<file path="config.mk">
export PLATFORM = sky130hd
export DESIGN_NAME = vtiming_gen
export DESIGN_NICKNAME = d
export VERILOG_FILES = /design/src/rtl/vtiming_gen.sv
export SDC_FILE = /design/constraint.sdc
export NUM_CORES = 1
export LEC_CHECK = 0
export ABC_AREA = 0
export BUFFER_PORTS_ARGS = -buffer_cell sky130_fd_sc_hd__buf_2
export CAP_MARGIN = 20
export CORE_MARGIN = 2
export CORE_UTILIZATION = 48
export DETAILED_ROUTE_END_ITERATION = 8
export PLACE_DENSITY = 0.73
export SKIP_LAST_GASP = 1
export SLEW_MARGIN = 20
export SYNTH_ARGS = -nofsm -noshare
export SYNTH_HDL_FRONTEND = slang
export SYNTH_SLANG_ARGS = --single-unit
</file>
<file path="constraint.sdc">
create_clock -name clkv -period 2.03 [get_ports clkv]
set_input_delay 0.1015 -clock clkv [delete_from_list [all_inputs] [get_ports clkv]]
set_output_delay 0.1015 -clock clkv [all_outputs]
set_load 0.05 [all_outputs]
</file>
<file path="src/rtl/vtiming_gen.sv">
// Vertical timing generator: counts scan lines on line_tick and produces
// registered sync/blank/active flags, active line number and frame counters.
module vtiming_gen #(
  parameter int V_ACTIVE = 480,
  parameter int V_FP     = 10,
  parameter int V_SYNC   = 2,
  parameter int V_BP     = 33,
  parameter int SYNC_POL = 0,
  parameter int CNT_W    = 10,
  parameter int FCNT_W   = 8
) (
  input  logic              clkv,
  input  logic              clrv,
  input  logic              line_tick,
  output logic [CNT_W-1:0]  cntrv,
  output logic [CNT_W-1:0]  vline,
  output logic              vactive,
  output logic              vblank,
  output logic              vsync,
  output logic              frame_start,
  output logic [FCNT_W-1:0] frame_cnt
);

  localparam int V_TOTAL = V_ACTIVE + V_FP + V_SYNC + V_BP;
  // Region bounds carry one extra bit so a sync region ending exactly at
  // 2^CNT_W does not alias to zero.
  localparam logic [CNT_W:0]   ACT_END  = (CNT_W+1)'(V_ACTIVE);
  localparam logic [CNT_W:0]   SYNC_BEG = (CNT_W+1)'(V_ACTIVE + V_FP);
  localparam logic [CNT_W:0]   SYNC_END = (CNT_W+1)'(V_ACTIVE + V_FP + V_SYNC);
  localparam logic [CNT_W-1:0] LAST     = CNT_W'(V_TOTAL - 1);
  localparam logic             VS_ON    = (SYNC_POL != 0);

  logic [CNT_W-1:0]  r_cnt;
  logic [CNT_W-1:0]  r_vline;
  logic              r_vactive;
  logic              r_vblank;
  logic              r_vsync;
  logic              r_fstart;
  logic [FCNT_W-1:0] r_fcnt;

  logic              w_wrap;
  logic [CNT_W-1:0]  w_nxt;
  logic [CNT_W:0]    w_nxt_x;
  logic              w_act;
  logic              w_sync;

  // Flags are decoded from the next count so they land on the same edge.
  always_comb begin
    w_wrap  = (r_cnt == LAST);
    w_nxt   = w_wrap ? '0 : r_cnt + CNT_W'(1);
    w_nxt_x = {1'b0, w_nxt};
    w_act   = (w_nxt_x < ACT_END);
    w_sync  = (w_nxt_x >= SYNC_BEG) && (w_nxt_x < SYNC_END);
  end

  always_ff @(posedge clkv) begin
    if (clrv) begin
      r_cnt     <= '0;
      r_vline   <= '0;
      r_vactive <= 1'b1;
      r_vblank  <= 1'b0;
      r_vsync   <= ~VS_ON;
      r_fstart  <= 1'b0;
      r_fcnt    <= '0;
    end else if (line_tick) begin
      r_cnt     <= w_nxt;
      if (w_act)
        r_vline <= w_nxt;
      r_vactive <= w_act;
      r_vblank  <= ~w_act;
      r_vsync   <= w_sync ? VS_ON : ~VS_ON;
      r_fstart  <= w_wrap;
      if (w_wrap)
        r_fcnt  <= r_fcnt + FCNT_W'(1);
    end else begin
      r_fstart  <= 1'b0;
    end
  end

  assign cntrv       = r_cnt;
  assign vline       = r_vline;
  assign vactive     = r_vactive;
  assign vblank      = r_vblank;
  assign vsync       = r_vsync;
  assign frame_start = r_fstart;
  assign frame_cnt   = r_fcnt;

endmodule

</file>
==> results.toml <==
[sta]
fmax_mhz = 484
final.period_utilization = 1.02
slew_headroom = 0.586
fin_crit_ns = 2.07
finClkSkew_ns = 0.00352
final-max-slew-violation-count = 0
setup-tns-final_ns = -0.0936
tightest_slew_ns = 0.621
layout_setup_ws_ns = -0.0361
rsz0062_at_grt = "true"
hold_viol = 0
setup_viol = 4

[layout]
multi_input_area_sq_um = 982
syn2layout_area_growth_pct = 34.5
drive_above_1_share = 0.401
n_antenna_cell = 0
fin_nets = 252
regArea_sq_um = 666
nFillCells = 275

[worst_setup_path]
rr_worst_depth = 7
critPathMaxFanout = 5
reg2reg_from = "cntrv[0]"
critPathLaunchType = "flop"
cp_data_required_time_ns = 2.25
rrSetupSlack_ns = -0.04
r2r-end = "vline[2]"
cp.arrival_ns = 2.29
end_kind = "flop"
crit_type = "reg2reg"

[synth]
synth_top_cell_by_area = "dfxtp_1"
synth_cells = 187
ys_ff_latch = 32
avgSynthCellArea_sq_um = 8.68
yosysWarnings = 0
synth_cell_types = 43
synth.cell_area_sq_um = 1620
ys_async_sr_fraction = 0
synth-edff-count = 0
yosysSeqAreaShare = 0.394
yosysTopAreaCellShare = 0.394
synth_top_flop_cell = "dfxtp_1"
ys_top_cells_by_count = "dfxtp_1, nor2_1, a21oi_1, nand2_1, nand3_1"
synth_nets = 193
yosys-top-cells-area = "dfxtp_1, nor2_1, xor2_1"
yosysMostFrequentCell = "dfxtp_1"

[floorplan]
std_cell_rows = 21
coreArea_sq_um = 3280
die_area_sq_um = 3860
die_h_um = 62.2
initial_utilization = 0.494
die_width_um = 62.2
ios = 35

[hold_path]
min_path_type = "in2reg"
hold_path_end = "cntrv[3]"
min-delay-start = "line_tick"
hold_depth = 2

[cts]
cts-htree-levels = 2
numCtsBuffers = 5
clk_path_buf_depth = 2
cts_tree = "built"
clk_pin_slew_worst_paths_ns = 0.09
ctsRootBufferMaster = "clkbuf_4"
cts_sinks = 32
ctsHoldBuffers = 0
clk-insertion-delay-late_ns = 0.33

[outcome]
run_status = "finished, violations left"
violations = "negative setup slack"

[detailed_routing]
first_iter_violations = 85
vias = 1544
finalWirelength_um = 3970
vias_per_cell = 5.27
drc = 0
drt_pass1_iterations = 4
wire_per_inst_um = 13.5
ant_nets = 0

[global_route]
grt_max_degree = 36
grt_use_total = 0.209
gr-total-overflow = 0
grt_antenna_before_repair = 0
grt_pass1_wl_um = 6470
grt_pass1_vias = 1397

[power]
p_leak_nw = 0.888
power_mw = 1.22
max-vdd-ir-drop_mv = 0.317
power_density_nw_per_um2 = 558

[place]
dpl.hpwl_um = 2840
post-place-ws_ns = -0.0604
place_congestion = 0.866
io_buffers = 34

[job]
cap_viol_max_count = 0
[per-stage QoR]
step                      hold slack (ns)   util  cells  cell area [sq um]
after floorplan                     0.281      -    187               1670
after global placement              0.437  0.617    282               2030
after detailed placement            0.440  0.617    282               2030
after CTS                          0.0922  0.643    291               2110
after global routing                0.110  0.665    293               2180
final                              0.0973  0.665    293               2180
[worst max-delay path, cell delays in order, from the launching register on]
cell and delay [ns]:
dfxtp_4 0.37, inv_4 0.06, ha_4 0.12, or4b_4 0.45, or4_4 0.46, nand3_4 0.14, nand2_4 0.06, mux2_4 0.29
[report_power, final]
| part | internal, mW | switching [mW] |
|---|---|---|
| clock | 0.171 | 0.204 |
| combinational | 0.0698 | 0.123 |
| sequential | 0.638 | 0.0130 |
| total | 0.879 | 0.339 |
[cell families (layout without fill, tap and decap cells)]
group / after synthesis / count (layout) / share of synthesized area
AOI/OAI and AO/OA: 34 / 34 / 0.139
xor gates and xnor gates: 15 / 15 / 0.0809
adders and majority gates: 3 / 3 / 0.0231
buffers and inverters: 17 / 77 / 0.0501
DFF: 32 / 32 / 0.394
muxes: 5 / 5 / 0.0339
and+or+nand+nor: 81 / 81 / 0.279
[layout make-up]
| cell class | instances | share of cell area |
|---|---|---|
| clock buffer | 8 | 0.0269 |
| inverter | 6 | 0.0115 |
| multi-input combinational | 138 | 0.450 |
| sequential | 32 | 0.305 |
| tap | 46 | 0.0263 |
| timing repair buffer | 63 | 0.181 |
[registers in the layout, indices dropped and copies added, names as in the netlist]
register,cells
cntrv,10
frame_cnt,8
frame_start,1
vactive,1
vblank,1
vline,10
vsync,1
[cells in the final DEF (no fill, tap or decap), types with 5 or more instances in the layout]
cell       n
buf_2     34
dfxtp_4    6
o21ai_0    5
nor3_1     6
clkbuf_4   5
dfxtp_1   24
a21oi_1   10
nand2_1   10
nand3_1    9
nand4_1    7
buf_4     27
xor2_1     8
xnor2_1    7
nor2_1    18
[routing by layer]
metal,part of all wire,global-route usage,vias up
met4,0.0096,0.0722,0
li1,-,-,784
met1,0.45,0.265,715
met3,0.051,0.0525,5
met5,0,0,-
met2,0.48,0.346,40
[worst max path at each step]
stage	startpoint	endpoint	slack [ns]	cells after the start
after CTS	cntrv[1]	vsync	-0.02	7
final	cntrv[0]	vline[2]	-0.04	7
after global placement	cntrv[0]	vline[3]	-0.02	7
after global routing	cntrv[0]	vline[2]	-0.09	7
after detailed placement	cntrv[0]	vline[3]	-0.06	7
after floorplan	cntrv[0]	vline[2]	-0.17	7
[what timing repair did]
item                                    4_1_cts  5_1_grt
endpoints found under the setup margin       10       20
setup buffers                                 1        2
gates resized for setup                       7       12
pin swaps                                     1        5
hold endpoints to repair                      0        0
Note: power is estimated with default switching activity, not from simulation.
